==> config.mk <==
export PLATFORM = sky130hd
export DESIGN_NAME = output_pulser_flat
export DESIGN_NICKNAME = d
export VERILOG_FILES = /design/src/rtl/output_pulser_if.sv /design/src/rtl/output_pulser.sv /design/src/flat_wrapper.sv
export SDC_FILE = /design/constraint.sdc
export NUM_CORES = 1
export LEC_CHECK = 0
export CAP_MARGIN = 10
export CELL_PAD_IN_SITES_DETAIL_PLACEMENT = 0
export CELL_PAD_IN_SITES_GLOBAL_PLACEMENT = 1
export CORE_MARGIN = 5
export CORE_UTILIZATION = 25
export CTS_CLUSTER_DIAMETER = 30
export CTS_CLUSTER_SIZE = 14
export DETAILED_ROUTE_END_ITERATION = 7
export PLACE_DENSITY_LB_ADDON = 0.1
export RECOVER_POWER = 50
export SYNTH_ARGS = -nofsm -noshare
export SYNTH_HDL_FRONTEND = slang
export SYNTH_SLANG_ARGS = --single-unit
==> constraint.sdc <==
create_clock -name clk -period 2.3 [get_ports clk]
set_clock_uncertainty 0.15 [all_clocks]
set_input_delay 0.46 -clock clk [delete_from_list [all_inputs] [get_ports clk]]
set_output_delay 0.46 -clock clk [all_outputs]
set_load 0.02 [all_outputs]
==> src/rtl/output_pulser_if.sv <==
// output_pulser_if
//   Request/status bundle for output_pulser.
//   master : drives req, observes the pin and status (CPU / peripheral glue side)
//   slave  : samples req, drives the pin and status (output_pulser side)
//   Signals:
//     req      - single-cycle pulse request, one request per high cycle
//     pin_out  - registered pin drive
//     busy     - a pulse (high phase or low gap) is in flight
//     pending  - queued request count
//     done     - one-cycle strobe after each low gap completes
//     dropped  - sticky overflow flag
interface output_pulser_if #(
   parameter int PENDING_SIZE = 4
);
   logic                    req;
   logic                    pin_out;
   logic                    busy;
   logic [PENDING_SIZE-1:0] pending;
   logic                    done;
   logic                    dropped;

   modport master (
      output req,
      input  pin_out, busy, pending, done, dropped
   );

   modport slave (
      input  req,
      output pin_out, busy, pending, done, dropped
   );
endinterface

==> src/rtl/output_pulser.sv <==
// output_pulser
//   Timed pulse generator for an output pin. Each accepted request gives one
//   pin pulse of ON_TIME cycles high followed by OFF_TIME cycles low.
//   Requests arriving while a pulse is in flight are counted in `pending`
//   and replayed back-to-back; overflow of that counter sets `dropped`.
//   Ports:
//     clk    - clock
//     reset  - synchronous, active-high reset
//     bus    - output_pulser_if.slave (req in; pin_out/busy/pending/done/dropped out)
//   Parameters:
//     COUNTER_SIZE - phase timer width
//     ON_TIME      - high time in cycles, 1..2^COUNTER_SIZE-1
//     OFF_TIME     - low gap in cycles,  1..2^COUNTER_SIZE-1
//     PENDING_SIZE - pending-request counter width (must match the interface)
module output_pulser #(
   parameter int COUNTER_SIZE = 8,
   parameter int ON_TIME      = 255,
   parameter int OFF_TIME     = 255,
   parameter int PENDING_SIZE = 4
) (
   input  logic              clk,
   input  logic              reset,
   output_pulser_if.slave    bus
);

   typedef enum logic [1:0] {
      S_IDLE = 2'd0,
      S_ON   = 2'd1,
      S_OFF  = 2'd2
   } state_t;

   // Terminal timer values for each phase; the timer restarts at 0 on entry.
   localparam logic [COUNTER_SIZE-1:0] ON_LAST  = COUNTER_SIZE'(ON_TIME - 1);
   localparam logic [COUNTER_SIZE-1:0] OFF_LAST = COUNTER_SIZE'(OFF_TIME - 1);
   localparam logic [PENDING_SIZE-1:0] PEND_MAX = '1;

   state_t                  state;
   logic [COUNTER_SIZE-1:0] timer;
   logic                    pin_q;
   logic                    busy_q;
   logic [PENDING_SIZE-1:0] pend_q;
   logic                    done_q;
   logic                    drop_q;

   logic                    req;
   logic                    off_exit;

   assign req      = bus.req;
   // Last cycle of the low gap: the only point where a queued request is replayed.
   assign off_exit = (state == S_OFF) && (timer == OFF_LAST);

   always_ff @(posedge clk) begin
      if (reset) begin
         state  <= S_IDLE;
         timer  <= '0;
         pin_q  <= 1'b0;
         busy_q <= 1'b0;
         done_q <= 1'b0;
         drop_q <= 1'b0;
         pend_q <= '0;
      end else begin
         done_q <= 1'b0;

         // Requests during a pulse (outside the exit cycle) are queued.
         // A request that finds the counter full is lost and flagged.
         if ((state != S_IDLE) && !off_exit && req) begin
            if (pend_q == PEND_MAX) drop_q <= 1'b1;
            else                    pend_q <= pend_q + 1'b1;
         end

         case (state)
            S_IDLE: begin
               if (req) begin
                  state  <= S_ON;
                  timer  <= '0;
                  pin_q  <= 1'b1;
                  busy_q <= 1'b1;
               end
            end

            S_ON: begin
               if (timer == ON_LAST) begin
                  state <= S_OFF;
                  timer <= '0;
                  pin_q <= 1'b0;
               end else begin
                  timer <= timer + 1'b1;
               end
            end

            S_OFF: begin
               if (off_exit) begin
                  done_q <= 1'b1;
                  if ((pend_q != '0) || req) begin
                     state <= S_ON;
                     timer <= '0;
                     pin_q <= 1'b1;
                     // A same-cycle request either replaces the queued one
                     // (net zero) or is consumed directly when the queue is
                     // empty; only a queue-only restart drains the counter.
                     if ((pend_q != '0) && !req) pend_q <= pend_q - 1'b1;
                  end else begin
                     state  <= S_IDLE;
                     busy_q <= 1'b0;
                  end
               end else begin
                  timer <= timer + 1'b1;
               end
            end

            default: begin
               state  <= S_IDLE;
               timer  <= '0;
               pin_q  <= 1'b0;
               busy_q <= 1'b0;
               pend_q <= '0;
            end
         endcase
      end
   end

   assign bus.pin_out = pin_q;
   assign bus.busy    = busy_q;
   assign bus.pending = pend_q;
   assign bus.done    = done_q;
   assign bus.dropped = drop_q;

endmodule

==> src/flat_wrapper.sv <==
// flat-port wrapper written by rule: the top's interface ports become plain ports
module output_pulser_flat 
#(
   parameter int COUNTER_SIZE = 8,
   parameter int ON_TIME      = 255,
   parameter int OFF_TIME     = 255,
   parameter int PENDING_SIZE = 4
)
  (clk, reset, bus_req, bus_pin_out, bus_busy, bus_pending, bus_done, bus_dropped);
  output_pulser_if #(.PENDING_SIZE(PENDING_SIZE)) bus_i ();
  input  logic clk;
  input  logic reset;
  input wire logic [$bits(bus_i.req)-1:0] bus_req;
  output wire logic [$bits(bus_i.pin_out)-1:0] bus_pin_out;
  output wire logic [$bits(bus_i.busy)-1:0] bus_busy;
  output wire logic [$bits(bus_i.pending)-1:0] bus_pending;
  output wire logic [$bits(bus_i.done)-1:0] bus_done;
  output wire logic [$bits(bus_i.dropped)-1:0] bus_dropped;
  assign bus_i.req = bus_req;
  assign bus_pin_out = bus_i.pin_out;
  assign bus_busy = bus_i.busy;
  assign bus_pending = bus_i.pending;
  assign bus_done = bus_i.done;
  assign bus_dropped = bus_i.dropped;
  output_pulser #(.COUNTER_SIZE(COUNTER_SIZE), .ON_TIME(ON_TIME), .OFF_TIME(OFF_TIME), .PENDING_SIZE(PENDING_SIZE)) u_core (.clk(clk), .reset(reset), .bus(bus_i));
endmodule
### Yosys cells after proc, flatten, opt, wreduce, memory -nomap -nowiden

Index checks and enable logic that the tools add are counted.

* add/sub/neg operators: 3
* eq/ne operators: 10
* mux-type cells: 25
* bitwise operators: 2
* reduce and logical (&&, ||, !) cells: 17

Operators by type and width (count)
* two-way mux 8 bit: 4
* one-hot mux 8 bit (3 select lines): 1
* two-way mux 4 bit: 5
* adder 8 x 1 -> 8 bit (second input constant): 1
* == test 8 bit (second input constant): 1
* two-way mux 1 bit: 8
* one-hot mux 4 bit (2 select lines): 1
* AND reduction 4 bit: 2
* two-way mux 2 bit: 3
* != test 2 bit (second input constant): 3
* one-hot mux 1 bit (3 select lines): 2
* one-hot mux 2 bit (3 select lines): 1
* adder 4 x 1 -> 4 bit (second input constant): 1
* == test 4 bit (second input constant): 1
* logical AND 1 bit: 4
* != test 2 x 1 -> 1 bit (second input constant): 2
* AND reduction 2 bit: 2
* nonzero test 4 bit: 1
* OR reduction 2 bit: 2
* subtractor 4 x 1 -> 4 bit (second input constant): 1
* != test 3 bit (second input constant): 1
* AND reduction 3 bit: 1
* == test 2 x 1 -> 1 bit (second input constant): 1
* == test 2 bit (second input constant): 1
* 5 further kinds: 7

* bits in registers: 18
* input bits: 3
* output and inout port bits: 8
* word-level logic and storage cells: 64

### Depth between registers and ports, before layout

* word-level depth: 10
* depth in mapped cells: 8
* depth with buffers taken out: 6

### Least setup slack after synthesis

Ideal clock, no wire load.

* path type: register -> register
* start point: reg u_core.pend_q[0], in the netlist u_core.bus.pending[0]
* end point: reg u_core.timer[6]
* setup time: 0.116 ns
* arrival: 1.736 ns
* required time: 2.034 ns
* path slack: 0.298 ns
* stages on the path, launching flop included: 7
* buffers on the path: 0
* clock period less this slack: 2.002 ns
* cell sequence: dfxtp_1 -> inv_1 -> ha_1 -> nor4b_4 -> a41oi_2 -> a2bb2oi_2 -> and3b_1

* cells in the longest elaborated chain, start to end: 4

RTL lines
* from (decl): RTL line output_pulser.sv:41 `logic [PENDING_SIZE-1:0] pend_q;`
* from (signal assigned): RTL line output_pulser.sv:68 `else pend_q <= pend_q + 1'b1;`
* from (signal assigned): RTL line output_pulser.sv:101 `if ((pend_q != '0) && !req) pend_q <= pend_q - 1'b1;`
* nonzero test 4 bit: RTL line output_pulser.sv:94 `if ((pend_q != '0) || req) begin`
* logical OR 1 bit: RTL line output_pulser.sv:94
* != test 3 bit (no line)
* AND reduction 2 bit (no line)
* to (signal assigned): RTL line output_pulser.sv:87 `timer <= timer + 1'b1;`
* to (signal assigned): RTL line output_pulser.sv:107 `timer <= timer + 1'b1;`
* to (decl): RTL line output_pulser.sv:38 `logic [COUNTER_SIZE-1:0] timer;`

Every way passes these cells.
A chain may end at the register's enable or synchronous reset.

### Worst setup path in the final report

* start point: reg u_core.pend_q[2], in the netlist u_core.bus.pending[2]
* end point: out bus_pending[2]

RTL lines
* to (decl): RTL line flat_wrapper.sv:16 `output wire logic [$bits(bus_i.pending)-1:0] bus_pending;`

No word-level cell between the ends.

==> metrics.cfg <==
[yosys]
synth_nets=156
synth-seq-area-share_pct=28.5
synth_compound_area_share_pct=24.4
async_flop_share_pct=0
syn_area_per_cell_sq_um=8.72
ys.flop_type=dfxtp_1
synthXorXnorAreaFrac_pct=0.693
synth_top_family_by_area=simple AND/OR/NAND/NOR gates
synthAdderAreaFrac_pct=7.92
synth_cell_type_count=50
syn_inst=145
yosys.area_share.simple_pct=32.1
synth-seq-cells=18
synth_mux_area_share_pct=0
synth-edff-count=0
syn_area_sq_um=1260
yosysWarnings=0

[die]
io-pin-count=11
die-area_sq_um=6580
initial_core_util_pct=26.2
core_area_sq_um=4820
fp.dieH_um=81.1
die_w_um=81.1
rows=25

[timing]
rsz0062_at_grt=false
max_freq_ghz=0.469
fin_crit_sh_pct=92.8
finalCriticalPeriod_ns=2.13
hold_viol=0
drv_slew=0
tightest_slew_ns=0.451
setup_viol=0
slew-limit-headroom_pct=69.7

[cts]
htree_levels=1
cts.clk_slew.worst_paths_ns=0.07
cts_sinks=18
holdBufCountCts=0
numCtsBuffers=3
cts_resized=0
cts_setup_buffers=0
ctsRootBufferMaster=clkbuf_8
clk_latency_ns=0.26
cts_buffer_depth=2
cts_tree=done

[grt]
grt_max_degree=11
grt_use_total_pct=11.2
antenna_found_initial=0
gr-total-overflow=0
grt_pass1_vias=1184
grt_pass1_wl_um=5740

[pwr]
ir_worst_vdd_uv=245
power.leakage_nw=0.583
power-per-cell-area_nw_per_um2=502
finalPower_mw=0.791

[detailed_routing]
wl_per_cell_um=13.8
vias=1198
initialDrtViolationCount=43
via_per_inst=5.05
totalWireLength_um=3280
drtAntennaViolNets=0
dr.pass1.iters=4
drc=0

[cells_and_area]
antenna_cells=0
nNetsFinal=182
fin_util_pct=32.7
final_common_cell=dfxtp_1
drive_gt1_share_pct=17.6
layout_common_cells=18 x dfxtp_1, 17 x buf_4, 10 x a21oi_1
area_growth_pct=24.7
fillers=536

[flow_run]
drv_cap=0

[critical_path]
critPathTopFamily=buffers and inverters
crit_arrival_ns=1.52
critical_path.startpoint_type=flop
critPathRequiredTime_ns=1.69
crit_slowest_cell=clkdlybuf4s50_1
cp_cell_sequence=clkdlybuf4s50_1
critPathKind=reg -> out
cp_max_fo=10
critPathBufInv=1
max_stage_delay_ns=0.69
crit_path_end_kind=primary output

[place]
dpl.hpwl_um=2620
io_buffers=10
place.gp.congestion=0.764

[status]
outcome=finished clean

[hold_path]
hold_path.class=reg -> reg

-- logic make-up (layout without fill, tap and decap cells) --
kind of cell | after synthesis | after routing
adder cells (fa/ha/maj) | 8 | 8
buffers and inverters | 16 | 41
AO/OA/AOI/OAI | 43 | 43
AND/OR/NAND/NOR | 59 | 59
flip-flops | 18 | 18
XOR/XNOR | 1 | 1
-- metal layers --
metal,vias up,wire (um),track usage (%)
met1,573,1580,14.2
met4,0,32,3.04
met3,4,94,2.22
met2,10,1570,19.3
met5,-,0,0
li1,611,-,-
-- state kept, by name, summed over array words and instances, names as in the netlist --
register,count
u_core.bus.pending,4
u_core.timer,8
u_core.bus.busy,1
u_core.bus.done,1
u_core.state,2
u_core.bus.dropped,1
u_core.bus.pin_out,1
-- synthesized netlist by cell type (2+ instances only) --
cell type   n  area share [%]
nand4_1     3             1.5
a21oi_1    10             4.0
and3_1      2            0.99
a31oi_1     3             1.5
buf_2       2            0.79
nand3b_1    3             1.8
a32oi_1     3             2.1
nand2_1     2            0.59
a211oi_1    6             3.6
nor3_1      6             2.4
dfxtp_1    18              29
o21ai_0     8             3.2
nand3_1     7             2.8
nor2b_1     3             1.5
nand2b_1    3             1.5
nor2_1      8             2.4
or4_1       2             1.2
ha_1        8             7.9
a211o_1     2             1.4
nor4_1      4             2.0
inv_1       9             2.7
or3_1       2            0.99
and4_1      2             1.4
buf_4       3             1.8
-- metrics by stage --
| stage | hold slack, ns | setup TNS [ns] | cell area (sq um) | std cells | worst slack [ns] |
|---|---|---|---|---|---|
| finish | 0.307 | 0 | 1580 | 237 | 0.166 |
| global route | 0.345 | 0 | 1580 | 237 | 0.0271 |
| CTS | 0.317 | 0 | 1590 | 237 | 0.150 |
| detailed placement | 0.306 | -0.0905 | 1540 | 233 | -0.0773 |
| global placement | 0.296 | -0.0417 | 1540 | 233 | -0.0255 |
| floorplan | 0.334 | 0 | 1260 | 145 | 0.298 |
-- area by class of cell --
type	instances	area (sq um)	area share, %
timing repair buffer	28	231	14.7
clock buffer	4	55.1	3.49
sequential	18	360	22.9
multi-input combinational	111	811	51.5
inverter	9	33.8	2.14
tap	67	83.8	5.32
-- final timing paths --
check	startpoint	to	slack (ns)	cells after the start
min	u_core.bus.pin_out	u_core.bus.pin_out	0.31	2
max	u_core.bus.pending[2]	bus_pending[2]	0.17	1
max reg2reg	u_core.state[1]	u_core.bus.pending[3]	0.18	5
min reg2reg	u_core.bus.pin_out	u_core.bus.pin_out	0.31	2
-- tightest hold or removal path, cell delays in order (launching register included) --
cell and delay, ns:
dfxtp_1 0.31, inv_1 0.05, a211oi_1 0.06
-- power by group --
part / switching [mW] / internal [mW] / total (mW)
logic: 0.0978 / 0.0880 / 0.186
registers: 0.0108 / 0.326 / 0.336
clock network: 0.116 / 0.152 / 0.269
total: 0.225 / 0.566 / 0.791
Power figures use the tool's default switching activity.
